===== src/rtl/shifter_a.sv =====
// ---------------------------------------------------------------------------
// shifter_a : word-wide tapped delay line
//
// DEPTH stages of WIDTH bits each. Words enter at stage 0 on every enabled
// clock edge and leave at stage DEPTH-1. Every stage is visible on the
// parallel tap array 'out', and the last stage is also driven on 'so'.
//
// Optional build macro: SHIFTER_A_VALID_EN
//   When defined, a 1-bit valid flag travels with every word (input vi,
//   outputs vld[0:DEPTH-1] and so_vld). When undefined, those ports and
//   flops are absent. The data path is identical in both builds.
// ---------------------------------------------------------------------------
module shifter_a #(
   parameter int WIDTH = 4,
   parameter int DEPTH = 9
) (
   input  logic             clk,
   input  logic             rst_n,
   input  logic             shn,
   input  logic [WIDTH-1:0] si,
   output logic [WIDTH-1:0] so,
   output logic [WIDTH-1:0] out [0:DEPTH-1]
`ifdef SHIFTER_A_VALID_EN
   ,
   input  logic             vi,
   output logic             vld [0:DEPTH-1],
   output logic             so_vld
`endif
);

   // Storage for the delay line; stage[0] is the newest word
   logic [WIDTH-1:0] stage [0:DEPTH-1];

   // Linear shift on enabled edges; reset clears everything without a clock
   always_ff @(posedge clk or negedge rst_n) begin
      if (!rst_n) begin
         for (int k = 0; k < DEPTH; k++) begin
            stage[k] <= '0;
         end
      end else if (shn) begin
         stage[0] <= si;
         for (int k = 1; k < DEPTH; k++) begin
            stage[k] <= stage[k-1];
         end
      end
   end

   // Taps are the flops themselves, so there is no extra output latency
   always_comb begin
      for (int k = 0; k < DEPTH; k++) begin
         out[k] = stage[k];
      end
      so = stage[DEPTH-1];
   end

`ifdef SHIFTER_A_VALID_EN
   // Valid flags, one per stage, marching in lockstep with the data words
   logic vldq [0:DEPTH-1];

   // Same enable and reset as the data so a flag never drifts from its word
   always_ff @(posedge clk or negedge rst_n) begin
      if (!rst_n) begin
         for (int k = 0; k < DEPTH; k++) begin
            vldq[k] <= 1'b0;
         end
      end else if (shn) begin
         vldq[0] <= vi;
         for (int k = 1; k < DEPTH; k++) begin
            vldq[k] <= vldq[k-1];
         end
      end
   end

   // Expose the flags directly, last stage also as the serial valid
   always_comb begin
      for (int k = 0; k < DEPTH; k++) begin
         vld[k] = vldq[k];
      end
      so_vld = vldq[DEPTH-1];
   end
`endif

endmodule


===== config.mk =====
export PLATFORM = sky130hd
export DESIGN_NAME = shifter_a
export DESIGN_NICKNAME = d
export VERILOG_FILES = /design/src/rtl/shifter_a.sv
export SDC_FILE = /design/constraint.sdc
export NUM_CORES = 1
export LEC_CHECK = 0
export CORE_ASPECT_RATIO = 1.25
export CORE_MARGIN = 8
export CORE_UTILIZATION = 49
export DETAILED_ROUTE_END_ITERATION = 8
export HOLD_SLACK_MARGIN = 0.05
export PLACE_DENSITY = 0.84
export SETUP_SLACK_MARGIN = 0.4
export SLEW_MARGIN = 30
export SYNTH_ARGS = -nofsm -noshare
export SYNTH_HDL_FRONTEND = slang
export SYNTH_SLANG_ARGS = --single-unit

===== constraint.sdc =====
create_clock -name clk -period 1.74 [get_ports clk]
set_input_delay 0.348 -clock clk [delete_from_list [all_inputs] [get_ports clk]]
set_output_delay 0.348 -clock clk [all_outputs]
set_load 0.05 [all_outputs]

==> out/qor.txt, run 1 <==
STATUS
--------------------------------------------------------------------------------
Status ............................................................    completed

STA
--------------------------------------------------------------------------------
Peak Freq .........................................................      768 MHz
Worst rel slew slack ..............................................        70.2%
Final sum of negative setup slack .................................         0 ns
Post-layout worst setup margin ....................................     0.437 ns
Final critical-path required period ...............................      1.30 ns
RSZ-0062 raised after global routing ..............................           no
Final-report max-slew violation count .............................            0
Final hold viol count .............................................            0
Count of endpoints failing setup in the final report ..............            0
Max Clock Skew ....................................................   0.00630 ns
Transition time at the pin with the least slew margin .............     0.447 ns
Final cycle utilization of the critical path ......................        74.9%

FLOORPLANNING
--------------------------------------------------------------------------------
Total I/O pin count ...............................................           47
Number of standard-cell rows in the floorplan .....................           22
Initial standard-cell utilization of the core .....................        51.6%
Core Area ......................................................... 0.00295 mm^2
Horiz. Die Dim ....................................................      65.8 um
Die outline area .................................................. 0.00515 mm^2
Die Span Y ........................................................      78.3 um

PWR
--------------------------------------------------------------------------------
Internal power consumption ........................................      1990 uW
Share of total power in combinational logic .......................        52.4%
Power density over cell area ...................................... 1940 mW/mm^2
Switching share of total power ....................................        46.5%
Worst supply voltage drop on vdd ..................................       980 uV
Static power due to leakage .......................................  0.000972 uW
Clk pwr share .....................................................        13.1%
Share of power burned in registers ................................        34.5%
Switching power of the nets .......................................      1730 uW
Overall power consumption .........................................      3720 uW

ROUTE
--------------------------------------------------------------------------------
Router iterations before antenna repair ...........................            2
Average wire per standard cell ....................................      16.8 um
Initial drt markers ...............................................           18
DRC ...............................................................            0
Via Count .........................................................          801
ANT nets after route ..............................................            0
WL final ..........................................................      2.76 mm
Vias/cell .........................................................         4.88

CLOCK NETWORK
--------------------------------------------------------------------------------
Deepest clock path buffer count ...................................            2
Htree depth .......................................................            2
Latest clock arrival within the worst-skew pair ...................      0.33 ns
# Post-CTS Setup Buffers ..........................................            0
Number of clock buffers inserted by TritonCTS .....................            5
Clock Tree Root ................................................... sky130_fd_sc_hd__clkbuf_4
TritonCTS Sinks ...................................................           36
CTS tree ..........................................................         done
Worst-path clk slew ...............................................      0.10 ns

SETUP PATH
--------------------------------------------------------------------------------
R2R setup slack ...................................................      0.93 ns
Crit path buf inv count ...........................................            1
Crit-path cells ...................................................        buf_4
Critical Path RT ..................................................      1.39 ns
Critical register-to-register path startpoint ..................... out[34]$_DFFE_PN0P_
Slowest cell on the critical path ................................. sky130_fd_sc_hd__dfrtp_1
RR Endpoint ....................................................... out[34]$_DFFE_PN0P_
Kind of start point of the critical path ..........................         flop
Peak fanout along the critical path ...............................            3
Crit-path leading delay family ....................................   flip-flops
Delay of the slowest cell on the worst path .......................      0.42 ns
Critical path endpoint category ...................................  output port
Critical path data arrival time ...................................      0.95 ns
Start-to-end type of the worst setup path .........................   reg -> out
Worst reg-to-reg path cell count ..................................            1

GLOBAL ROUTE
--------------------------------------------------------------------------------
GRT Total Usage ...................................................        10.7%
Initial antenna violation count ...................................            0
Largest net degree at the start of global routing .................           37
Total gr overflow .................................................            0
Wire length of the first global-routing pass ......................      4.33 mm
Number of global-route vias before repair .........................          873

YOSYS
--------------------------------------------------------------------------------
Total nets after synthesis ........................................           87
Cell type with the largest total area after synthesis ............. sky130_fd_sc_hd__dfrtp_1
Netlist area before placement ..................................... 0.00152 mm^2
Post-synthesis register bit count .................................           36
Cell count after synthesis ........................................           80
Fraction of synthesized cell area taken by the top area cell type .        59.3%
Share of synthesized cell area in and, or, nand and nor gates .....           0%
Multiplexer fraction of the synthesized cell area .................        34.1%
Synth Area in Adders ..............................................           0%
Portion of the post-synthesis area used by sequential elements ....        59.3%
Post-synth top cells .............................................. sky130_fd_sc_hd__dfrtp_1, sky130_fd_sc_hd__mux2_4, sky130_fd_sc_hd__mux2_2
Post-Syn Area per Cell ............................................    19.0 um^2
Number of warnings issued by yosys ................................            0
Synth async-reset ratio ...........................................         100%
Number of enable flip-flop cells after synthesis ..................            0
Compound-gate portion of the synthesized area .....................           0%
Dominant register cell in the synthesized netlist ................. sky130_fd_sc_hd__dfrtp_1
Cell types with the largest area share after synthesis ............ sky130_fd_sc_hd__dfrtp_1, sky130_fd_sc_hd__mux2_4, sky130_fd_sc_hd__mux2_2
Combinational family with the most area after synthesis ........... multiplexers
Most frequently used cell type in the post-synthesis netlist ...... sky130_fd_sc_hd__dfrtp_1
Area share of xor/xnor cells in the synthesized design ............           0%
Distinct cell type count after synthesis ..........................            6

CELLS AND AREA
--------------------------------------------------------------------------------
Final std cells w/o fill ..........................................          164
NumNets Final .....................................................          135
Area taken by multi-input logic gates .............................     518 um^2
Seq. cell area ....................................................     901 um^2
Count of inserted antenna diode cells .............................            0
Area grow syn2layout ..............................................        26.3%
Filler cells ......................................................          204
Post-Layout Inst Area ............................................. 0.00192 mm^2
Share of layout cells above drive strength 1 ......................        68.0%

WORST HOLD PATH
--------------------------------------------------------------------------------
Depth of the worst hold-timing path ...............................            1
Hold Path Sink .................................................... out[23]$_DFFE_PN0P_
Kind of path behind the tightest hold check .......................   reg -> reg
Source of the worst hold timing path .............................. out[23]$_DFFE_PN0P_

PLACE
--------------------------------------------------------------------------------
Detailed Place HPWL ...............................................      1.91 mm
Setup slack after placement .......................................     0.539 ns
Number of port buffers ............................................           46
Placed Area ....................................................... 0.00184 mm^2
Placer congestion estimate ........................................        0.611
Cell total after placement ........................................          156

JOB
--------------------------------------------------------------------------------
Number of max-capacitance violations reported .....................            0

## power groups by stage
stage / Sequential [uW] / Clock [uW] / Combinational (uW)
after floorplan: 2130 / 0 / 604
after global placement: 1290 / 0 / 1950
after detailed placement: 1300 / 0 / 1970
after CTS: 1290 / 508 / 1970
after global routing: 1320 / 530 / 2010
final: 1290 / 487 / 1950
## per-layer routing
layer	part of all wire (%)	vias to the layer above	track usage [%]
li1	-	367	-
met1	42	404	12.8
met2	47	27	15.7
met3	8.9	3	5.26
met4	1.2	0	5.25
met5	0	-	0
## through the flow
step,hold WS [ns],utilization (%)
2_1_floorplan,0.0524,-
3_3_place_gp,0.394,62.5
3_5_place_dp,0.408,62.5
4_1_cts,0.550,65.1
5_1_grt,0.563,65.2
6_report,0.546,65.2
## how the worst max path moves through the flow
| stage | from | endpoint | slack (ns) | cells after the start |
|---|---|---|---|---|
| after CTS | out[34]$_DFFE_PN0P_ | out[34] | 0.42 | 1 |
| after floorplan | so[0]$_DFFE_PN0P_ | so[0] | 0.49 | 1 |
| final | out[20]$_DFFE_PN0P_ | out[20] | 0.44 | 1 |
| after global routing | out[16]$_DFFE_PN0P_ | out[16] | 0.40 | 1 |
| after detailed placement | shn | out[15]$_DFFE_PN0P_ | 0.54 | 3 |
| after global placement | shn | out[9]$_DFFE_PN0P_ | 0.55 | 3 |
## cells by family after synthesis
group    Yosys count
mux               36
flops             36
buf+inv            8
## repair_timing
item	in CTS	in global routing
setup endpoints to repair	0	1
hold buffers	1	0
gates resized for setup	0	1
endpoints found under the hold margin	36	0
## state kept, by name (all words and copies together) (netlist names)
signal / flops
so: 4
out: 32
## placed cells by master (no fill, tap or decap), drive strengths merged
cell type,n
buf,43
clkbuf,8
dfrtp,36
dlygate4sd3,1
mux2,36
clkdlybuf4s50,4
## layout make-up
type	instances	share of cell area (%)
clock buffer	7	3.39
multi-input combinational	36	27.0
sequential	36	46.9
tap	36	2.35
timing repair buffer	49	20.4
Note: power is estimated with default switching activity, not from simulation.
==> run 2, diff against run 1 <==
--- a/config.mk
+++ b/config.mk
@@ -7,10 +7,10 @@
 export LEC_CHECK = 0
 export CORE_ASPECT_RATIO = 1.25
 export CORE_MARGIN = 8
-export CORE_UTILIZATION = 49
+export CORE_UTILIZATION = 46
 export DETAILED_ROUTE_END_ITERATION = 8
 export HOLD_SLACK_MARGIN = 0.05
-export PLACE_DENSITY = 0.84
+export PLACE_DENSITY = 0.8
 export SETUP_SLACK_MARGIN = 0.4
 export SLEW_MARGIN = 30
 export SYNTH_ARGS = -nofsm -noshare
==> constraint.sdc (replaced) <==
create_clock -name clk -period 1.3 [get_ports clk]
set_input_delay 0.26 -clock clk [delete_from_list [all_inputs] [get_ports clk]]
set_output_delay 0.26 -clock clk [all_outputs]
set_load 0.05 [all_outputs]
==> run 2 against run 1 <==
Compared with the run above: flip-flop and latch count is the same; clock power rose by 130%; register-to-register slack got worse by 0.71 ns; clock skew rose by 0.0045 ns; first-iteration DRC count grew to 2.7 times the previous value; global-route usage increased by 6.5 points; sequential power grew 58%; combinational power up 130%; critical path depth did not move; sequential share of layout area decreased by 15 points; via count rose by 36%; critical path type unchanged; largest cell class is now buffers.
==> out/qor.txt, run 2 (synthesis gave the netlist of run 1 again) <==
CELLS AND AREA
----------------------------------------------------------------------------------
Final std cells w/o fill ............................................          204   +24%
Share of layout cells above drive strength 1 ........................        97.0%   +29 points
Most used cells in the layout excluding fill and tap cells .......... sky130_fd_sc_hd__buf_12, sky130_fd_sc_hd__dfrtp_2, sky130_fd_sc_hd__buf_6
Fraction of the core area covered by cells at the end of the flow ...        92.8%   +28 points
Count of inserted antenna diode cells ...............................            0   unchanged
Most common cell after layout, fill and taps aside .................. sky130_fd_sc_hd__buf_12
Area grow syn2layout ................................................        95.0%
Flip-flop count of the largest register, all copies and words added .           32   unchanged
NumNets Final .......................................................          173   +28%

WORST HOLD PATH
----------------------------------------------------------------------------------
Hold Path Sink ...................................................... out[19]$_DFFE_PN0P_
Kind of path behind the tightest hold check .........................    in -> reg
Depth of the worst hold-timing path .................................            2   +1
Source of the worst hold timing path ................................          shn

GLOBAL ROUTE
----------------------------------------------------------------------------------
Wire length of the first global-routing pass ........................      6.69 mm   +54%
Met2 Resource Use GR ................................................        32.1%   +16 points
Global-route track usage on met3 ....................................        4.73%   -0.53 points
Total gr overflow ...................................................            0   unchanged
Largest net degree at the start of global routing ...................           22   -41%
GRT Total Usage .....................................................        17.2%   +6.5 points
Global-route layer with the greatest usage ..........................         met2
Number of global-route vias before repair ...........................        1,164   +33%
Initial antenna violation count .....................................            0   unchanged
Global-route track usage on met1 ....................................        17.6%   +4.8 points

JOB
----------------------------------------------------------------------------------
Number of max-capacitance violations reported .......................            0   unchanged

CLOCK NETWORK
----------------------------------------------------------------------------------
Latest clock arrival within the worst-skew pair .....................      0.29 ns   -0.04 ns
Clock Tree Root ..................................................... sky130_fd_sc_hd__clkbuf_8
CTS tree ............................................................         done
Number of clock buffers inserted by TritonCTS .......................            5   unchanged
Deepest clock path buffer count .....................................            2   unchanged
Worst-path clk slew .................................................      0.08 ns   -0.02 ns
TritonCTS Sinks .....................................................           36   unchanged
Htree depth .........................................................            2   unchanged

PLACE
----------------------------------------------------------------------------------
Detailed Place HPWL .................................................      2.36 mm   +24%
Cell total after placement ..........................................          159   +1.9%
Number of port buffers ..............................................           46   unchanged
Setup slack after placement .........................................     0.170 ns   -0.369 ns
Placer congestion estimate ..........................................        0.654   +6.9%

STA
----------------------------------------------------------------------------------
Worst rel slew slack ................................................        83.4%   +13 points
Peak Freq ...........................................................      843 MHz
RSZ-0062 raised after global routing ................................          yes
Final-report max-slew violation count ...............................            0   unchanged
Count of endpoints failing setup in the final report ................            0   unchanged
Final hold viol count ...............................................            0   unchanged
Max Clock Skew ......................................................    0.0108 ns   +0.00454 ns
Transition time at the pin with the least slew margin ...............     0.249 ns   -0.198 ns
Final critical-path required period .................................      1.19 ns
Final sum of negative setup slack ...................................         0 ns   unchanged
Final cycle utilization of the critical path ........................        91.2%
Post-layout worst setup margin ......................................     0.114 ns   -0.323 ns

FLOORPLANNING
----------------------------------------------------------------------------------
Initial standard-cell utilization of the core .......................        47.6%   -4.0 points
Horiz. Die Dim ......................................................      67.4 um   +2.4%
Number of standard-cell rows in the floorplan .......................           23   +4.5%
Die outline area .................................................... 0.00541 mm^2   +5.0%
Die Span Y ..........................................................      80.3 um   +2.6%
Total I/O pin count .................................................           47   unchanged
Core Area ........................................................... 0.00319 mm^2   +8.5%

PWR
----------------------------------------------------------------------------------
Overall power consumption ...........................................      7610 uW   +100%
Worst supply voltage drop on vdd ....................................      2340 uV   +140%
Power density over cell area ........................................ 2570 mW/mm^2   +32%
Static power due to leakage .........................................   0.00138 uW   +42%

ROUTE
----------------------------------------------------------------------------------
WL final ............................................................      5.83 mm   +110%
DRC .................................................................            0   unchanged
Average wire per standard cell ......................................      28.6 um   +70%
Router iterations before antenna repair .............................            4   +2
ANT nets after route ................................................            0   unchanged
Vias/cell ...........................................................         5.36   +9.7%
Via Count ...........................................................        1,093   +36%
Initial drt markers .................................................           48   +30

SETUP PATH
----------------------------------------------------------------------------------
Delay of the slowest cell on the worst path .........................      0.47 ns   +0.05 ns
Worst reg-to-reg path cell count ....................................            3   +2
Crit-path cells .....................................................       buf_12
Critical Path RT ....................................................      1.04 ns   -0.35 ns
Peak fanout along the critical path .................................            3   unchanged
R2R setup slack .....................................................      0.22 ns   -0.71 ns
Critical path data arrival time .....................................      0.93 ns   -0.02 ns
RR Endpoint ......................................................... out[20]$_DFFE_PN0P_
Crit-path leading delay family ......................................   flip-flops
Critical path endpoint category .....................................  output port
Slowest cell on the critical path ................................... sky130_fd_sc_hd__dfrtp_2
Start-to-end type of the worst setup path ...........................   reg -> out
Critical register-to-register path startpoint ....................... out[20]$_DFFE_PN0P_
Kind of start point of the critical path ............................         flop
Instance count on the critical path .................................            1   unchanged
Crit path buf inv count .............................................            1   unchanged

STATUS
----------------------------------------------------------------------------------
Status ..............................................................    completed

-- run 2: what timing repair did --
| item | CTS | global route |
|---|---|---|
| buffers inserted | 28 | 8 |
| hold buffers | 1 | 0 |
| endpoints found under the hold margin | 15 | 0 |
| pin swaps | 0 | 0 |
| endpoints found under the setup margin | 40 | 95 |
| gates resized for setup | 0 | 39 |
-- run 2: worst max-delay path by stage --
stage / startpoint / end / slack [ns]
global placement: shn / out[9]$_DFFE_PN0P_ / 0.20
finish: so[1]$_DFFE_PN0P_ / so[1] / 0.11
global route: so[1]$_DFFE_PN0P_ / so[1] / 0.09
CTS: so[1]$_DFFE_PN0P_ / so[1] / 0.13
floorplan: so[0]$_DFFE_PN0P_ / so[0] / 0.33
detailed placement: shn / out[9]$_DFFE_PN0P_ / 0.17
-- run 2: layout make-up --
type / instances / area, um^2
Timing Repair Buffer: 87 / 1320
Fill cell: 68 / 230
Clock buffer: 7 / 96.3
Clock inverter: 1 / 30.0
Sequential cell: 36 / 946
Multi-Input combinational cell: 36 / 529
Tap cell: 37 / 46.3
-- run 2: power by group --
group	internal, uW	switching, uW	total (uW)
registers	1510	533	2040
logic	2410	2050	4460
clock network	677	422	1100
total	4600	3000	7610
-- run 2: per-layer routing --
metal  vias to the layer above  wire length, um
met1                       586             1990
met2                        47             3380
met4                         0              233
met5                         -                0
li1                        444                -
met3                        16              226
-- run 2: per-stage QoR --
stage                     hold slack (ns)  cell area (um^2)
after floorplan                   -0.0356              1600
after global placement              0.182              2420
after detailed placement            0.199              2420
after CTS                           0.338              2760
after global routing                0.386              2960
final                               0.382              2960
